--- src/rtl/alu_pkg.sv ---
`default_nettype none
// ============================================================================
//  Module      : alu_pkg
//  Description : Shared constants, opcode encodings and FSM state type for
//                the 4-bit board ALU exerciser.
//  Revision    : 1.0 - initial release
// ============================================================================
package alu_pkg;

    localparam int OPND_W  = 4;      // operand width (sw1/sw2)
    localparam int RES_W   = 7;      // ALU result/flag width (ld)
    localparam int OP_W    = 3;      // opcode width (btn)
    localparam int IDX_W   = OP_W + 2 * OPND_W;
    localparam int NUM_VEC = 2048;   // every opcode/operand combination

    localparam logic [OP_W-1:0] OP_ADD = 3'd0;
    localparam logic [OP_W-1:0] OP_SUB = 3'd1;
    localparam logic [OP_W-1:0] OP_NOT = 3'd2;
    localparam logic [OP_W-1:0] OP_AND = 3'd3;
    localparam logic [OP_W-1:0] OP_OR  = 3'd4;
    localparam logic [OP_W-1:0] OP_XOR = 3'd5;
    localparam logic [OP_W-1:0] OP_CMP = 3'd6;
    localparam logic [OP_W-1:0] OP_EQ  = 3'd7;

    typedef enum logic [2:0] {
        ST_IDLE  = 3'd0,
        ST_DRIVE = 3'd1,
        ST_WAIT  = 3'd2,
        ST_CHECK = 3'd3,
        ST_DONE  = 3'd4
    } state_t;

endpackage : alu_pkg
`default_nettype wire

--- src/rtl/alu_selftest_if.sv ---
`default_nettype none
// ============================================================================
//  Module      : alu_selftest_if
//  Description : Switch/LED bus between the exerciser (master) and the ALU
//                under test (slave): opcode and operands out, result back.
//  Revision    : 1.0 - initial release
// ============================================================================
interface alu_selftest_if;

    logic [alu_pkg::OP_W-1:0]   btn;
    logic [alu_pkg::OPND_W-1:0] sw1;
    logic [alu_pkg::OPND_W-1:0] sw2;
    logic [alu_pkg::RES_W-1:0]  ld;

    modport master (output btn, output sw1, output sw2, input ld);
    modport slave  (input btn, input sw1, input sw2, output ld);

endinterface : alu_selftest_if
`default_nettype wire

--- src/rtl/alu_golden.sv ---
`default_nettype none
// ============================================================================
//  Module      : alu_golden
//  Description : Combinational reference model of the board ALU,
//                (op, a, b) -> expected ld value.
//  Revision    : 1.0 - initial release
// ============================================================================
module alu_golden
    import alu_pkg::*;
(
    input  logic [OP_W-1:0]   op,
    input  logic [OPND_W-1:0] a,
    input  logic [OPND_W-1:0] b,
    output logic [RES_W-1:0]  exp
);

    // Ripple adder with the board's flag packing: zero looks only at s[2:0],
    // overflow is carry-into-msb xor carry-out.
    function automatic logic [RES_W-1:0] add_flags(input logic [OPND_W-1:0] x,
                                                   input logic [OPND_W-1:0] y);
        logic [OPND_W:0]   c;
        logic [OPND_W-1:0] s;
        c[0] = 1'b0;
        for (int i = 0; i < OPND_W; i++) begin
            s[i]   = x[i] ^ y[i] ^ c[i];
            c[i+1] = (x[i] & y[i]) | (c[i] & (x[i] ^ y[i]));
        end
        return {~|s[2:0], c[3] ^ c[4], c[4], s};
    endfunction

    logic [OPND_W-1:0] w_bneg;
    logic [OPND_W-1:0] w_bsub;
    logic              w_lt;
    logic              w_gt;
    logic              w_eq;

    assign w_bneg = ~b + 4'd1;
    // The board's subtractor forces the msb of the negated operand high.
    assign w_bsub = {1'b1, w_bneg[2:0]};
    assign w_lt   = a[2:0] <  b[2:0];
    assign w_gt   = a[2:0] >  b[2:0];
    assign w_eq   = a[2:0] == b[2:0];

    // Opcode decode to the expected result/flag word.
    always_comb begin
        exp = '0;
        case (op)
            OP_ADD:  exp = add_flags(a, b);
            OP_SUB:  exp = add_flags(a, w_bsub);
            OP_NOT:  exp = {3'b000, ~a};
            OP_AND:  exp = {3'b000, a & b};
            OP_OR:   exp = {3'b000, a | b};
            OP_XOR:  exp = {3'b000, a ^ b};
            OP_CMP:  exp = {{3{w_gt}}, w_eq, {3{w_lt}}};
            OP_EQ:   exp = {7{w_eq}};
            default: exp = '0;
        endcase
    end

endmodule : alu_golden
`default_nettype wire

--- src/rtl/alu_selftest.sv ---
`default_nettype none
// ============================================================================
//  Module      : alu_selftest
//  Description : Walks all 2048 opcode/operand vectors through the board ALU,
//                compares ld against the golden model and logs errors.
//  Revision    : 1.0 - initial release
// ============================================================================
module alu_selftest
    import alu_pkg::*;
#(
    parameter int SETTLE = 1
) (
    input  logic              clk,
    input  logic              rst,
    input  logic              start,
    alu_selftest_if.master    bus,
    output logic              busy,
    output logic              done,
    output logic              pass,
    output logic [7:0]        err_count,
    output logic [IDX_W-1:0]  fail_idx,
    output logic [RES_W-1:0]  fail_ld
);

    localparam logic [IDX_W-1:0] c_last_idx = IDX_W'(NUM_VEC - 1);
    localparam logic [3:0]       c_settle_m1 = 4'(SETTLE - 1);

    state_t             r_state;
    state_t             w_next;
    logic [IDX_W-1:0]   r_idx;
    logic [3:0]         r_settle;
    logic [OP_W-1:0]    r_btn;
    logic [OPND_W-1:0]  r_sw1;
    logic [OPND_W-1:0]  r_sw2;
    logic [7:0]         r_err;
    logic [IDX_W-1:0]   r_fail_idx;
    logic [RES_W-1:0]   r_fail_ld;
    logic [RES_W-1:0]   w_exp;
    logic               w_miss;

    // Reference is fed from the registered vector, i.e. what the ALU sees.
    alu_golden u_golden (
        .op  (r_btn),
        .a   (r_sw1),
        .b   (r_sw2),
        .exp (w_exp)
    );

    assign w_miss    = (bus.ld != w_exp);
    assign bus.btn   = r_btn;
    assign bus.sw1   = r_sw1;
    assign bus.sw2   = r_sw2;
    assign err_count = r_err;
    assign fail_idx  = r_fail_idx;
    assign fail_ld   = r_fail_ld;

    // State register.
    always_ff @(posedge clk or posedge rst) begin
        if (rst) r_state <= ST_IDLE;
        else     r_state <= w_next;
    end

    // Next-state decode and status outputs.
    always_comb begin
        w_next = r_state;
        busy   = 1'b0;
        done   = 1'b0;
        pass   = 1'b0;
        case (r_state)
            ST_IDLE:  if (start) w_next = ST_DRIVE;
            ST_DRIVE: begin
                busy   = 1'b1;
                w_next = ST_WAIT;
            end
            ST_WAIT: begin
                busy = 1'b1;
                if (r_settle == c_settle_m1) w_next = ST_CHECK;
            end
            ST_CHECK: begin
                busy   = 1'b1;
                w_next = (r_idx == c_last_idx) ? ST_DONE : ST_DRIVE;
            end
            ST_DONE: begin
                done = 1'b1;
                pass = (r_err == 8'd0);
                if (start) w_next = ST_DRIVE;
            end
            default:  w_next = ST_IDLE;
        endcase
    end

    // Vector index, ALU drive, settle counter and error logging. The first
    // mismatch is recognised by the error count still being zero, which is
    // safe because the count saturates instead of wrapping.
    always_ff @(posedge clk or posedge rst) begin
        if (rst) begin
            r_idx      <= '0;
            r_settle   <= '0;
            r_btn      <= '0;
            r_sw1      <= '0;
            r_sw2      <= '0;
            r_err      <= '0;
            r_fail_idx <= '0;
            r_fail_ld  <= '0;
        end else begin
            case (r_state)
                ST_IDLE, ST_DONE: begin
                    if (start) begin
                        r_idx      <= '0;
                        r_err      <= '0;
                        r_fail_idx <= '0;
                        r_fail_ld  <= '0;
                    end
                end
                ST_DRIVE: begin
                    r_btn    <= r_idx[10:8];
                    r_sw1    <= r_idx[7:4];
                    r_sw2    <= r_idx[3:0];
                    r_settle <= '0;
                end
                ST_WAIT: r_settle <= r_settle + 4'd1;
                ST_CHECK: begin
                    if (w_miss) begin
                        if (r_err != 8'hFF) r_err <= r_err + 8'd1;
                        if (r_err == 8'd0) begin
                            r_fail_idx <= r_idx;
                            r_fail_ld  <= bus.ld;
                        end
                    end
                    if (r_idx != c_last_idx) r_idx <= r_idx + 11'd1;
                end
                default: ;
            endcase
        end
    end

endmodule : alu_selftest
`default_nettype wire

--- src/flat_wrapper.sv ---
// flat-port wrapper written by rule: the top's interface ports become plain ports
module alu_selftest_flat import alu_pkg::*;
#(
    parameter int SETTLE = 1
)
  (clk, rst, start, busy, done, pass, err_count, fail_idx, fail_ld, bus_btn, bus_sw1, bus_sw2, bus_ld);
  alu_selftest_if bus_i ();
  input  logic clk;
  input  logic rst;
  input  logic start;
  output logic busy;
  output logic done;
  output logic pass;
  output logic [7:0] err_count;
  output logic [IDX_W-1:0] fail_idx;
  output logic [RES_W-1:0] fail_ld;
  output wire logic [$bits(bus_i.btn)-1:0] bus_btn;
  output wire logic [$bits(bus_i.sw1)-1:0] bus_sw1;
  output wire logic [$bits(bus_i.sw2)-1:0] bus_sw2;
  input wire logic [$bits(bus_i.ld)-1:0] bus_ld;
  assign bus_btn = bus_i.btn;
  assign bus_sw1 = bus_i.sw1;
  assign bus_sw2 = bus_i.sw2;
  assign bus_i.ld = bus_ld;
  alu_selftest #(.SETTLE(SETTLE)) u_core (.clk(clk), .rst(rst), .start(start), .bus(bus_i), .busy(busy), .done(done), .pass(pass), .err_count(err_count), .fail_idx(fail_idx), .fail_ld(fail_ld));
endmodule
--- config.mk ---
export PLATFORM = sky130hd
export DESIGN_NAME = alu_selftest_flat
export DESIGN_NICKNAME = d
export VERILOG_FILES = /design/src/rtl/alu_pkg.sv /design/src/rtl/alu_selftest_if.sv /design/src/rtl/alu_golden.sv /design/src/rtl/alu_selftest.sv /design/src/flat_wrapper.sv
export SDC_FILE = /design/constraint.sdc
export NUM_CORES = 1
export LEC_CHECK = 0
export CORE_MARGIN = 2
export CORE_UTILIZATION = 30
export CTS_CLUSTER_DIAMETER = 200
export DETAILED_ROUTE_END_ITERATION = 10
export DONT_BUFFER_PORTS = 1
export GPL_ROUTABILITY_DRIVEN = 0
export MAX_ROUTING_LAYER = met4
export PLACE_DENSITY = 0.44
export SYNTH_ARGS = -nofsm -noshare
export SYNTH_HDL_FRONTEND = slang
export SYNTH_SLANG_ARGS = --single-unit
--- constraint.sdc ---
create_clock -name clk -period 4.8 [get_ports clk]
set_input_delay 0.48 -clock clk [delete_from_list [all_inputs] [get_ports clk]]
set_output_delay 0.48 -clock clk [all_outputs]
set_load 0.02 [all_outputs]
### After elaboration in Yosys (flattened, before gate mapping)

Cells that the tools add are included.

* eq/ne operators: 22
* add/subtract/negate cells: 4
* order comparisons: 2
* bitwise logic cells: 40
* reductions and logical operators: 16
* mux-type cells: 23

Operators with widths (number)
* $pmux W7 S8: 1
* $mux W11: 4
* $pmux W11 S2: 2
* $mux W8: 3
* $mux W7: 3
* $pmux W8 S2: 1
* $eq A3 B3 Y1 const B: 5
* $xor A1 B1 Y1: 15
* $pmux W7 S2: 1
* $and A1 B1 Y1: 13
* $eq A3 B2 Y1 const B: 4
* $ne A2 B1 Y1 const B: 6
* $pmux W3 S4: 1
* $add A11 B1 Y11 const B: 1
* $eq A11 B11 Y1 const B: 1
* $ne A11 B11 Y1 const B: 1
* $mux W3: 3
* $reduce_or A3 Y1: 3
* $add A8 B1 Y8 const B: 1
* $logic_not A8 Y1: 1
* $ne A8 B8 Y1 const B: 1
* $pmux W4 S2: 1
* $reduce_and A4 Y1: 2
* $ne A7 B7 Y1: 1
* other kinds (21): 32

* output and inout bits: 40
* input port bits: 10
* register bits after elaboration: 55
* word-level logic and storage cells: 116

### Longest topological paths before layout

* depth in word-level cells: 14
* mapped depth: 14
* mapped depth without buffers: 13

### By module

A second synthesis with hierarchy kept.

* cell total of the unflattened synthesis: 374
* area total of the unflattened synthesis: 3482.1 µm²

Modules (own cells, without submodules)
* alu_selftest: area each 2805.2 µm², times used 1, seq. area each 1376.3 µm², cells an instance 283
* alu_golden: area each 676.9 µm², times used 1, seq. area each 0.0 µm², cells an instance 91

### Least setup slack after synthesis

OpenSTA, ideal clock, no wires.

* path kind: flip-flop to flip-flop
* from: reg u_core.r_sw2[0], in the netlist u_core.bus.sw2[0]
* to: reg u_core.r_fail_idx[1], in the netlist u_core.fail_idx[1]
* setup time: 0.127 ns
* period minus slack after synthesis: 3.558 ns
* required time: 4.673 ns
* cell stages (with the launch flop): 14
* data arrival time: 3.430 ns
* slack: 1.242 ns
* buffers on the path: 1
* path through: dfrtp_1 > ha_1 > fa_1 > inv_1 > fa_1 > fa_1 > a22o_1 > a221oi_1 > o31ai_1 > a211o_1 > nor4b_4 > a31oi_1 > buf_6 > mux2_1

* longest elaborated chain between the ends: 14
* elaborated cells between the ends (all ways): 44
* classes of those cells: add/sub: 1; order compare: 2; eq/ne: 3; mux: 1; bitwise: 32; reduce/logical: 5

Ends and longest elaborated chain
* start: declaration: line alu_selftest.sv:34 `logic [OPND_W-1:0] r_sw2;`
* start signal: assignment: line alu_selftest.sv:118 `r_sw2 <= r_idx[3:0];`
* $not A3 Y3: line alu_golden.sv:37 `assign w_bneg = ~b + 4'd1;`
* $add A3 B1 Y3: line alu_golden.sv:37
* $and A1 B1 Y1 / $xor A1 B1 Y1 (equally long branches): line alu_golden.sv:26, alu_golden.sv:25
* $and A1 B1 Y1: line alu_golden.sv:26 `c[i+1] = (x[i] & y[i]) | (c[i] & (x[i] ^ y[i]));`
* $or A1 B1 Y1: line alu_golden.sv:26
* $and A1 B1 Y1: line alu_golden.sv:26
* $or A1 B1 Y1: line alu_golden.sv:26
* $and A1 B1 Y1: line alu_golden.sv:26
* $or A1 B1 Y1: line alu_golden.sv:26
* $xor A1 B1 Y1: line alu_golden.sv:28 `return {~|s[2:0], c[3] ^ c[4], c[4], s};`
* $pmux W7 S8 *: line alu_golden.sv:47 `case (op)`
* $ne A7 B7 Y1 *: line alu_selftest.sv:49 `assign w_miss = (bus.ld != w_exp);`
* $ne A2 B1 Y1 (no source line) *
* $reduce_and A4 Y1 (no source line) *
* end signal: assignment: line alu_selftest.sv:126 `r_fail_idx <= r_idx;`
* end: declaration: line alu_selftest.sv:36 `logic [IDX_W-1:0] r_fail_idx;`

Mark *: on every way between the ends. The rest lies on a longest branch, timed or not.
A chain may end at the register's enable or synchronous reset.

### Worst setup path in the final report

* from: reg u_core.r_sw2[1], in the netlist u_core.bus.sw2[1]
* to: reg u_core.r_fail_idx[1], in the netlist u_core.fail_idx[1]

* longest elaborated chain between the ends: 14
* elaborated cells between the ends (all ways): 42
* classes of those cells: add/sub: 1; order compare: 2; eq/ne: 3; mux: 1; bitwise: 30; reduce/logical: 5

Ends and longest elaborated chain (line)
* $not A3 Y3: alu_golden.sv:37
* $add A3 B1 Y3: alu_golden.sv:37
* $xor A1 B1 Y1: alu_golden.sv:25, alu_golden.sv:26
* $and A1 B1 Y1: alu_golden.sv:26
* $or A1 B1 Y1: alu_golden.sv:26
* $and A1 B1 Y1: alu_golden.sv:26
* $or A1 B1 Y1: alu_golden.sv:26
* $and A1 B1 Y1: alu_golden.sv:26
* $or A1 B1 Y1: alu_golden.sv:26
* $xor A1 B1 Y1: alu_golden.sv:28
* $pmux W7 S8 *: alu_golden.sv:47
* $ne A7 B7 Y1 *: alu_selftest.sv:49
* $ne A2 B1 Y1 (no source line) *
* $reduce_and A4 Y1 (no source line) *

Marks and branches as above.

==> out/summary.txt <==
Cells after Synth: 410
latest clock arrival within the worst-skew pair: 0.29 ns
share of flip-flops with an asynchronous set or reset: 100%
remaining antenna violation count: 0
worst path required time: 4.98 ns
setup_tns: 0 ns
initial antenna violation count: 0
Slew @ Worst Pin: 1.07 ns
dominant synthesized flop cell: dfrtp_1
post-detail-place hpwl: 7190 um
clock buffer depth: 2
Critical Path Source Type: register
Core ar.: 12,000 sq um
share of the synthesized area in the top cell type: 37.5%
clock sink total: 55
ant diodes: 0
normalized max-slew margin: 28.5%
largest cells by area after synthesis: dfrtp_1 37%, ha_1 6.5%, mux2i_1 5.2%
RSZ-0062 raised after global routing: no
I/O pins: 50
Initial Util: 30.7%
GRT overflow: 0
crit path kind: register to register
synthesized cell area: 3670 sq um
CTS HTree Levels: 2
Initial DRC Count: 205
Seq/Total Area, Yosys: 37.5%
design area: 3990 sq um
FP Rows: 40
dominant cell by count in the synthesized netlist: dfrtp_1
period utilization: 87.0%
# setup viols final: 0
share of cells above drive strength 1: 7.41%
P_leak: 1.75 nW
Final #Nets: 438
Max VDD drop: 209 uV
CP endpoint kind: register
Routed WL: 9800 um
post-CTS setup buffer count: 0
number of library cell types mapped by synthesis: 59
clock skew: 0.00597 ns
die width: 115 um
DIE AREA: 13,100 sq um
power per cell area: 488 nW/um^2
fill cell count: 1,239
# DRC: 0
CP max FO: 12
status: finished clean
total global-route track usage: 16.3%
Post-synth top cells: 55 x dfrtp_1, 45 x inv_1, 42 x nand2_1
synth-to-layout area growth: 8.76%
CTS tree: done
CTS Root Cell: clkbuf_16
WL/cell: 17.8 um
largest net degree at the start of global routing: 56
min cycle time layout: 4.18 ns
Mean Syn Cell Area: 8.95 sq um
WP data arrival: 4.35 ns
Avg Vias per Cell: 5.30
Pre-antenna DRT Iters: 4
vias in the first global route: 3,022
post-synth top area cell: dfrtp_1
Worst Hold Class: primary input to asynchronous set/reset pin
FF+latch count, synth: 55
clock-pin slew on the worst setup and hold paths: 0.07 ns
DR vias: 2,928
Port Buf Inserts: 0
global-route wire length before repair: 16,300 um
post_cts resized: 0
Synth warnings: 0
Mapped Nets: 444
FMAX: 239 MHz
Fin. Hold Viols: 0
Post-synth EDFFs: 0
final count of pins violating max slew: 0
max_cap viols: 0
cts hold-fix bufs: 0
Post-DP Area: 3820 sq um
Die Y: 115 um
cts bufs inserted: 5
-- routing by layer --
layer / wire (um) / track usage (%)
met1: 4960 / 22.9
met4: 102 / 3.98
met2: 4380 / 24.2
met3: 356 / 3.18
met5: 0 / -
-- sequential cells by signal, summed over array words and instances, names as in the netlist --
| name | flops |
|---|---|
| u_core.err_count | 8 |
| u_core.fail_ld | 7 |
| u_core.bus.sw1 | 4 |
| u_core.r_idx | 11 |
| u_core.bus.btn | 3 |
| u_core.r_settle | 4 |
| u_core.bus.sw2 | 4 |
| u_core.r_state | 3 |
| u_core.fail_idx | 11 |
-- per-stage QoR --
stage / cells / total power, mW / setup slack [ns] / hold slack [ns] / util, %
4_1_cts: 552 / 1.98 / 0.610 / 0.261 / 33.4
5_1_grt: 552 / 2.10 / 0.312 / 0.267 / 33.4
6_report: 552 / 1.95 / 0.624 / 0.265 / 33.4
3_3_place_gp: 544 / 1.53 / 0.673 / 0.551 / 31.9
3_5_place_dp: 544 / 1.53 / 0.618 / 0.558 / 31.9
2_1_floorplan: 410 / 1.33 / 1.24 / 0.493 / -
-- layout by cell type, fill, tap and decap left out, drive strengths merged, types with 8 or more instances in the layout --
cell type	instances
or3	8
nand3	11
a21oi	19
inv	45
dfrtp	55
mux2i	19
nor2	26
nand2	42
o21ai	23
ha	19
nor3	10
-- where the power goes --
group | leakage [nW] | switching, mW | internal, mW
logic | 0.911 | 0.491 | 0.290
clock network | 0.0868 | 0.166 | 0.260
registers | 0.754 | 0.189 | 0.551
-- final timing paths --
kind / start / endpoint / slack, ns / depth (start not counted)
setup / recovery: u_core.bus.sw2[1] / u_core.fail_idx[1] / 0.62 / 13
hold / removal: rst / u_core.err_count[3] / 0.27 / 2
setup reg to reg: u_core.bus.sw2[1] / u_core.fail_idx[1] / 0.62 / 13
hold reg to reg: u_core.r_settle[3] / u_core.r_settle[3] / 0.57 / 2
max in group asynchronous: rst / u_core.r_settle[0] / 4.04 / 2
min in group clk: start / u_core.r_state[2] / 0.27 / 1
-- kinds of logic (layout without fill, tap and decap cells) --
group / Yosys count / count (layout) / share of synthesized area, %
AND/OR/NAND/NOR: 138 / 138 / 19.7
AO/OA/AOI/OAI: 96 / 96 / 17.5
buffers and inverters: 63 / 58 / 6.99
flip-flops: 55 / 55 / 37.5
multiplexers: 25 / 25 / 7.02
adder cells (fa/ha/maj): 24 / 24 / 9.20
XOR/XNOR: 9 / 9 / 2.15
-- worst max-delay path, cell delays in order, from the launching register on --
cell and delay [ns]:
dfrtp_1 0.55, inv_1 0.15, ha_1 0.31, fa_1 0.39, fa_1 0.37, inv_1 0.10, ha_1 0.19, a21oi_1 0.08
a221oi_1 0.22, a22oi_1 0.15, nor4_1 0.56, a31oi_2 0.37, buf_4 0.31, mux2_1 0.32
-- area by class of cell --
type | instances | area (sq um) | share of cell area (%)
clock inverters | 2 | 35.0 | 0.877
repair buffers | 5 | 37.5 | 0.940
inverters | 45 | 169 | 4.23
multi-input cells | 292 | 2050 | 51.4
flip-flops and latches | 55 | 1380 | 34.5
well taps | 147 | 184 | 4.61
clock buffers | 6 | 139 | 3.48
No activity file was read; power rests on OpenSTA's default activity.
